<file path="config.mk">
export PLATFORM = sky130hd
export DESIGN_NAME = monitor_bus_master
export DESIGN_NICKNAME = d
export VERILOG_FILES = /design/src/rtl/monitor_bus_master.sv
export SDC_FILE = /design/constraint.sdc
export NUM_CORES = 1
export LEC_CHECK = 0
export ABC_AREA = 1
export BUFFER_PORTS_ARGS = -buffer_cell sky130_fd_sc_hd__buf_4
export CORE_MARGIN = 3
export CORE_UTILIZATION = 32
export DETAILED_ROUTE_END_ITERATION = 12
export SYNTH_ARGS = -nofsm -noshare
export SYNTH_HDL_FRONTEND = slang
export SYNTH_SLANG_ARGS = --single-unit
</file>
<file path="constraint.sdc">
create_clock -name clk_50mhz_in -period 4.07 [get_ports clk_50mhz_in]
set_input_delay 0.407 -clock clk_50mhz_in [delete_from_list [all_inputs] [get_ports clk_50mhz_in]]
set_output_delay 0.407 -clock clk_50mhz_in [all_outputs]
set_load 0.005 [all_outputs]
</file>
<file path="src/rtl/monitor_bus_master.sv">
// BKM-68X option-slot bus initiator: turns single-byte host requests into slot bus cycles.
// Define MONBUS_IRQ_SYNC_EN to pass irq_x through a 2-flop synchronizer with edge detect.
module monitor_bus_master #(
    parameter int unsigned SETUP_CYCLES  = 2,
    parameter int unsigned STROBE_CYCLES = 10,
    parameter int unsigned HOLD_CYCLES   = 2,
    parameter int unsigned RESET_CYCLES  = 16
) (
    input  logic       clk_50mhz_in,
    input  logic       reset,
    input  logic       req_valid,
    output logic       req_ready,
    input  logic       req_write,
    input  logic [7:0] req_addr,
    input  logic [7:0] req_wdata,
    output logic       rsp_valid,
    output logic [7:0] rsp_rdata,
    input  logic       bus_reset_req,
    output logic       irq_pending,
    output logic       irq_edge,
    output logic       slot_x_int_x,
    output logic       clk_rw,
    output logic       ax_d,
    output logic       r_wx,
    output logic       reset_x,
    output logic [7:0] ad_out,
    output logic       ad_oe_x,
    input  logic [7:0] ad_in,
    input  logic       irq_x
);

    typedef enum logic [2:0] {
        RST, IDLE, A_SETUP, A_STROBE, A_HOLD, D_SETUP, D_STROBE, D_HOLD
    } state_t;

    state_t      state, nxt;
    logic [15:0] cnt;
    logic        wr_q;
    logic [7:0]  addr_q, wdata_q;
    logic        accept;
    logic        cur_write;
    logic [7:0]  cur_addr, cur_wdata;
    logic        a_ph, d_ph;

    assign req_ready = (state == IDLE);

    always_comb begin
        accept    = (state == IDLE) && req_valid && !bus_reset_req;
        cur_write = accept ? req_write : wr_q;
        cur_addr  = accept ? req_addr  : addr_q;
        cur_wdata = accept ? req_wdata : wdata_q;
        nxt       = state;
        unique case (state)
            RST:      if (cnt == 16'(RESET_CYCLES))      nxt = IDLE;
            IDLE:     if (bus_reset_req)                 nxt = RST;
                      else if (req_valid)                nxt = A_SETUP;
            A_SETUP:  if (cnt == 16'(SETUP_CYCLES - 1))  nxt = A_STROBE;
            A_STROBE: if (cnt == 16'(STROBE_CYCLES - 1)) nxt = A_HOLD;
            A_HOLD:   if (cnt == 16'(HOLD_CYCLES - 1))   nxt = D_SETUP;
            D_SETUP:  if (cnt == 16'(SETUP_CYCLES - 1))  nxt = D_STROBE;
            D_STROBE: if (cnt == 16'(STROBE_CYCLES - 1)) nxt = D_HOLD;
            D_HOLD:   if (cnt == 16'(HOLD_CYCLES - 1))   nxt = IDLE;
        endcase
        a_ph = (nxt == A_SETUP) || (nxt == A_STROBE) || (nxt == A_HOLD);
        d_ph = (nxt == D_SETUP) || (nxt == D_STROBE) || (nxt == D_HOLD);
    end

    // Outputs are registered from the next state so they line up with the state they describe.
    always_ff @(posedge clk_50mhz_in) begin
        if (reset) begin
            state        <= RST;
            cnt          <= '0;
            wr_q         <= 1'b0;
            addr_q       <= '0;
            wdata_q      <= '0;
            reset_x      <= 1'b0;
            slot_x_int_x <= 1'b1;
            clk_rw       <= 1'b1;
            ax_d         <= 1'b1;
            r_wx         <= 1'b1;
            ad_oe_x      <= 1'b1;
            ad_out       <= '0;
            rsp_valid    <= 1'b0;
            rsp_rdata    <= '0;
        end else begin
            state <= nxt;
            // RST counts from 1 on entry so the first reset-low edge and a bus reset request both give RESET_CYCLES low cycles.
            if (nxt == RST && state != RST)
                cnt <= 16'd1;
            else if (nxt != state || state == IDLE)
                cnt <= '0;
            else
                cnt <= cnt + 16'd1;

            if (accept) begin
                wr_q    <= req_write;
                addr_q  <= req_addr;
                wdata_q <= req_wdata;
            end

            reset_x      <= (nxt != RST);
            slot_x_int_x <= !(a_ph || d_ph);
            clk_rw       <= !(nxt == A_STROBE || nxt == D_STROBE);
            ax_d         <= !a_ph;
            r_wx         <= (a_ph || d_ph) ? !cur_write : 1'b1;
            if (a_ph) begin
                ad_oe_x <= 1'b0;
                ad_out  <= cur_addr;
            end else if (d_ph && cur_write) begin
                ad_oe_x <= 1'b0;
                ad_out  <= cur_wdata;
            end else begin
                ad_oe_x <= 1'b1;
                ad_out  <= '0;
            end

            rsp_valid <= (state == D_HOLD) && (nxt == IDLE);
            if (state == D_STROBE && nxt == D_HOLD && !wr_q)
                rsp_rdata <= ad_in;
        end
    end

`ifdef MONBUS_IRQ_SYNC_EN
    logic irq_s1, irq_s2, irq_s3;

    always_ff @(posedge clk_50mhz_in) begin
        if (reset) begin
            irq_s1 <= 1'b1;
            irq_s2 <= 1'b1;
            irq_s3 <= 1'b1;
        end else begin
            irq_s1 <= irq_x;
            irq_s2 <= irq_s1;
            irq_s3 <= irq_s2;
        end
    end

    assign irq_pending = !irq_s2;
    assign irq_edge    = irq_s3 && !irq_s2;
`else
    always_ff @(posedge clk_50mhz_in) begin
        if (reset)
            irq_pending <= 1'b0;
        else
            irq_pending <= !irq_x;
    end

    assign irq_edge = 1'b0;
`endif

endmodule

</file>
# ---- Yosys cells after proc, flatten, opt, wreduce, memory -nomap -nowiden
# Index checks and enable logic that the tools add are counted.
dict set report word_totals {
  register_bits 60
  inputBits 30
  output_inout_bits 26
  word_cells 82
}
dict set report classes {
  addsub 1
  eq_ne 18
  n_mux 19
  bitwise_logic 1
  reduce_logical 27
}
# op count
set op_table {}
lappend op_table {{2-to-1 mux 8 bit} 4}
lappend op_table {{2-to-1 mux 3 bit} 9}
lappend op_table {{== test 3 bit (second input constant)} 8}
lappend op_table {{one-hot mux 3 bit (8 select lines)} 1}
lappend op_table {{adder 16 x 1 -> 16 bit (second input constant)} 1}
lappend op_table {{== test 16 x 1 -> 1 bit (second input constant)} 1}
lappend op_table {{== test 16 x 4 -> 1 bit (second input constant)} 1}
lappend op_table {{== test 16 x 5 -> 1 bit (second input constant)} 1}
lappend op_table {{== test 3 x 2 -> 1 bit (second input constant)} 4}
lappend op_table {{logical AND 1 bit} 7}
lappend op_table {{zero test 1 bit} 7}
lappend op_table {{logical OR 1 bit} 7}
lappend op_table {{== test 3 x 1 -> 1 bit (second input constant)} 2}
lappend op_table {{zero test 3 bit} 2}
lappend op_table {{nonzero test 3 bit} 2}
lappend op_table {{2-to-1 mux 1 bit} 5}
lappend op_table {{inequality test 3 bit} 1}
lappend op_table {{OR reduction 3 bit} 1}
lappend op_table {{OR reduction 2 bit} 1}
lappend op_table {{inverter 1 bit} 1}

# ---- Depth between registers and ports, before layout
dict set report logic_depth {
  depth_word 9
  ltp_mapped 16
  depth_no_buf 16
}

# ---- Worst setup path after synthesis
# OpenSTA, ideal clock, no wires.
dict set report synth_timing {
  path_type {register -> register}
  startpoint {reg cnt[1]}
  endpoint {reg cnt[2]}
  setup_ns 0.117
  t_arrival_ns 1.677
  required_time_ns 3.953
  slack_ns 2.276
  path_stages_with_launch 15
  path_buffers 1
  period_less_slack_ns 1.794
  path_cell_list {dfxtp_1 > inv_1 > ha_1 > nand3_1 > nor2_2 > nand2_1 > nand2_1 > nand2_1 > nor2_4 > nand3_2 > nor2_1 > nand2_2 > nand4_4 > buf_6 > nor2_2}
}
dict set report synth_via {
  elab_chain_len 6
  word_cells_on_any_way 17
  cone_classes {add/sub: 1; eq/ne: 4; mux: 8; reduce/logical: 4}
}
# element line
set synth_lines {}
lappend synth_lines {{start: declaration} 37} ;# logic [15:0] cnt;
lappend synth_lines {{start signal: assignment} 93} ;# cnt <= cnt + 16'd1;
lappend synth_lines {{== test 16 x 1 -> 1 bit, or another cell as far along} -}
lappend synth_lines {{2-to-1 mux 3 bit, or another cell as far along} 62} ;# D_HOLD: if (cnt == 16'(HOLD_CYCLES - 1)) nxt = IDLE;
lappend synth_lines {{one-hot mux 3 bit (8 select lines)} 53} ;# unique case (state)
lappend synth_lines {{inequality test 3 bit or zero test 3 bit (tied branches)} {90, 88}}
lappend synth_lines {{logical OR 1 bit or logical AND 1 bit (tied branches)} {90, 88}}
lappend synth_lines {{OR reduction 3 bit (no line)} -}
# Parallel ways exist; a longest one is shown, timed or not.
# A chain may end at the register's enable or synchronous reset.

# ---- Worst setup path in the final report
dict set report layout_timing {
  startpoint {reg state[2]}
  endpoint {reg cnt[2]}
}
dict set report layout_via {
  elab_chain_len 6
  word_cells_on_any_way 24
  cone_classes {eq/ne: 8; mux: 10; reduce/logical: 6}
}
# element line
set layout_lines {}
lappend layout_lines {{start: declaration} 36} ;# state_t state, nxt;
lappend layout_lines {{start signal: assignment} 86} ;# state <= nxt;
lappend layout_lines {{2-to-1 mux 3 bit} 56} ;# else if (req_valid) nxt = A_SETUP;
lappend layout_lines {{2-to-1 mux 3 bit} 55} ;# IDLE: if (bus_reset_req) nxt = RST;
lappend layout_lines {{one-hot mux 3 bit (8 select lines)} 53}
lappend layout_lines {{inequality test 3 bit or zero test 3 bit (tied branches)} {90, 88}}
lappend layout_lines {{logical OR 1 bit or logical AND 1 bit (tied branches)} {90, 88}}
lappend layout_lines {{OR reduction 3 bit (no line) *} -}
# Mark *: on every way between the ends. The rest lies on a longest branch, timed or not.

==> metrics.txt <==
Layout area overhead=23.7%; r2r worst-path depth=10; clk_skew=9.48 ps; WL final=5930 um; most frequent cells in the layout=nand2_1, dfxtp_1, nor2_1; initial DRC count=126; grt total ovfl=0; unrepaired setup endpoints after global routing=false; first-pass GRT wire length=10,100 um; # port buffers=54; register area share after synthesis=0.429; CTS tree=done; clk_lat worst skew=340 ps; compound-cell area share of the yosys netlist=0.0536; met3 GRT Util=0.0337; drt pass-1 iters=4; CP Capture Type=flip-flop; worst hold path type=input pin to flip-flop; Worst Hold Launch=irq_x; Setup Crit Path Kind=flip-flop to flip-flop; Final Setup Violations=0; total track usage=0.129; post-synthesis mux area share=0.0250; vias=2,272; setup TNS=0 ps; Rel. slew slack=0.432; chip width=99.5 um; fin. max-slew vios=0; max-cap violation count=0; hold path endpoint=irq_pending; post-CTS setup buffers=0; Mapped Area=2800 sq um; post-CTS resize count=0; # rows=33; Final Core Density=0.415; clk root buf=clkbuf_8; CTS Sinks=60; number of I/O pins=56; Mean Syn Cell Area=7.55 sq um; R2R setup slack=between 1000 and 1500 ps; pwr/cell area=337 nW/um^2; Worst Setup Start Kind=flip-flop; number of buffers created by CTS=9; maximum VDD drop=about 0.18 mV; gpl congestion=0.817; Tmin final=2790 ps; pin count of the biggest net entering global routing=32; status=finished clean; share of cells above drive strength 1=0.253; CP Data Required Time=4330 ps; Mapped Nets=404; DR vias/cell=4.24; HPWL after DPL=4430 um; number of register bits inferred by synthesis=60; f_max=0.359 GHz; initial antenna violation count=0; area of the core=8340 sq um; GR Layer Usage met2=0.174; XOR/XNOR share of the synthesized area=0.0469; Adder-Cell Fraction of Synth Area=0.0134; hold buffers post-CTS=0; final net count=460; clk buf depth=2; busiest grt layer=met1; commonest non-fill, non-tap cell in the layout=nand2_1; number of global-route vias before repair=2,138; met1 GRT Util=0.187; Yosys warnings=0; initial core utilization=0.336; crit path DAT=3050 ps; Least-Margin Pin Slew=849 ps; Syn Inst Count=approximately 370; die height=around 100 um; r2r endpoint=cnt[2]; largest family of logic cells by synthesized area=simple AND/OR/NAND/NOR gates; Simple-Gate Fraction of Synth Area=0.327; Cell variety after synth=33; CTS clk-pin slew, worst paths=70 ps; Final Cycle Share=0.684; fillers=866; DIE AREA=9910 sq um; DRC violations left=0; Static Leak=0.00173 uW; diode count=0; CP Max Fanout=15; H-tree levels=3; antenna viol nets, final=0; Hold Crit Depth=2; Routed WL per cell=11.1 um; final hold violation count=0; worst reg2reg path startpoint=state[2]
worst max path at each step:
stage,start,to,slack (ps),cells past startpoint
2_1_floorplan,cnt[1],cnt[2],2280,14
3_3_place_gp,state[2],cnt[3],1330,10
5_1_grt,state[2],cnt[5],890,10
3_5_place_dp,state[2],cnt[2],1330,10
6_report,state[2],cnt[2],1280,10
4_1_cts,state[2],cnt[2],1310,10
cell usage after synthesis, drive strengths merged:
cell type / number / area [sq um]
nor2: 71 / 319
nand2: 68 / 265
dfxtp: 60 / 1200
inv: 58 / 218
nand3: 26 / 145
nor3: 12 / 82.6
o21ai: 12 / 63.8
xor2: 12 / 105
or2: 9 / 56.3
a31oi: 8 / 50.1
mux2i: 7 / 70.1
buf: 6 / 53.8
a21oi: 5 / 36.3
nand4: 4 / 40.0
clkbuf: 3 / 11.3
ha: 3 / 37.5
xnor2: 3 / 26.3
clkinv: 2 / 8.75
conb: 1 / 3.75
nor4: 1 / 6.26
critical path, cell delays in order (launching register included):
cell and delay, ps:
dfxtp_1 460, inv_1 140, nor2_1 660, nand3_1 150, nand2_1 110, nor2_1 50, nand3_1 380, nand2_1 110
nand2_1 160, nand4_4 320, nor2_2 170
flip-flops by register name, indices dropped and copies added, names as in the netlist:
register / count
rsp_rdata: 8
cnt: 16
clk_rw: 1
slot_x_int_x: 1
reset_x: 1
wr_q: 1
addr_q: 8
rsp_valid: 1
ad_out: 8
ad_oe_x: 1
r_wx: 1
ax_d: 1
state: 3
wdata_q: 8
irq_pending: 1
routing by layer:
layer  up-vias  wire length (um)
li1       1255                 -
met5         -                 0
met4         0               112
met1       955              3100
met2        54              2420
met3         8               298
through the flow:
stage          instance area, sq um  cells  power (uW)  hold slack [ps]  setup slack (ps)
3_3_place_gp                   3270    521         658              494              1330
3_5_place_dp                   3270    521         658              499              1330
5_1_grt                        3460    536        1220              198               889
2_1_floorplan                  2800    371         630              475              2280
4_1_cts                        3460    536        1190              196              1310
6_report                       3460    536        1170              212              1280
area by class of cell:
cell class / instances / area (sq um) / area share
clock buffers: 11 / 141 / 0.0408
multi-input cells: 242 / 1310 / 0.378
clock inverters: 4 / 50.0 / 0.0145
well taps: 105 / 131 / 0.0379
flip-flops and latches: 60 / 1200 / 0.347
repair buffers: 54 / 405 / 0.117
inverters: 60 / 226 / 0.0654
power by group:
part           internal, uW  switching [uW]  total, uW
logic                  25.9            25.4       51.3
clock network           295             229        524
registers               590            2.77        593
cell families (layout without fill, tap and decap cells):
| family | count (synthesis) | count (layout) |
|---|---|---|
| mux | 7 | 7 |
| xor+xnor | 15 | 15 |
| simple gates | 191 | 191 |
| buf+inv | 69 | 129 |
| flops | 60 | 60 |
| compound gates | 25 | 25 |
| other cells | 1 | 1 |
| fa+ha+maj | 3 | 3 |
No activity file was read; power rests on OpenSTA's default activity.
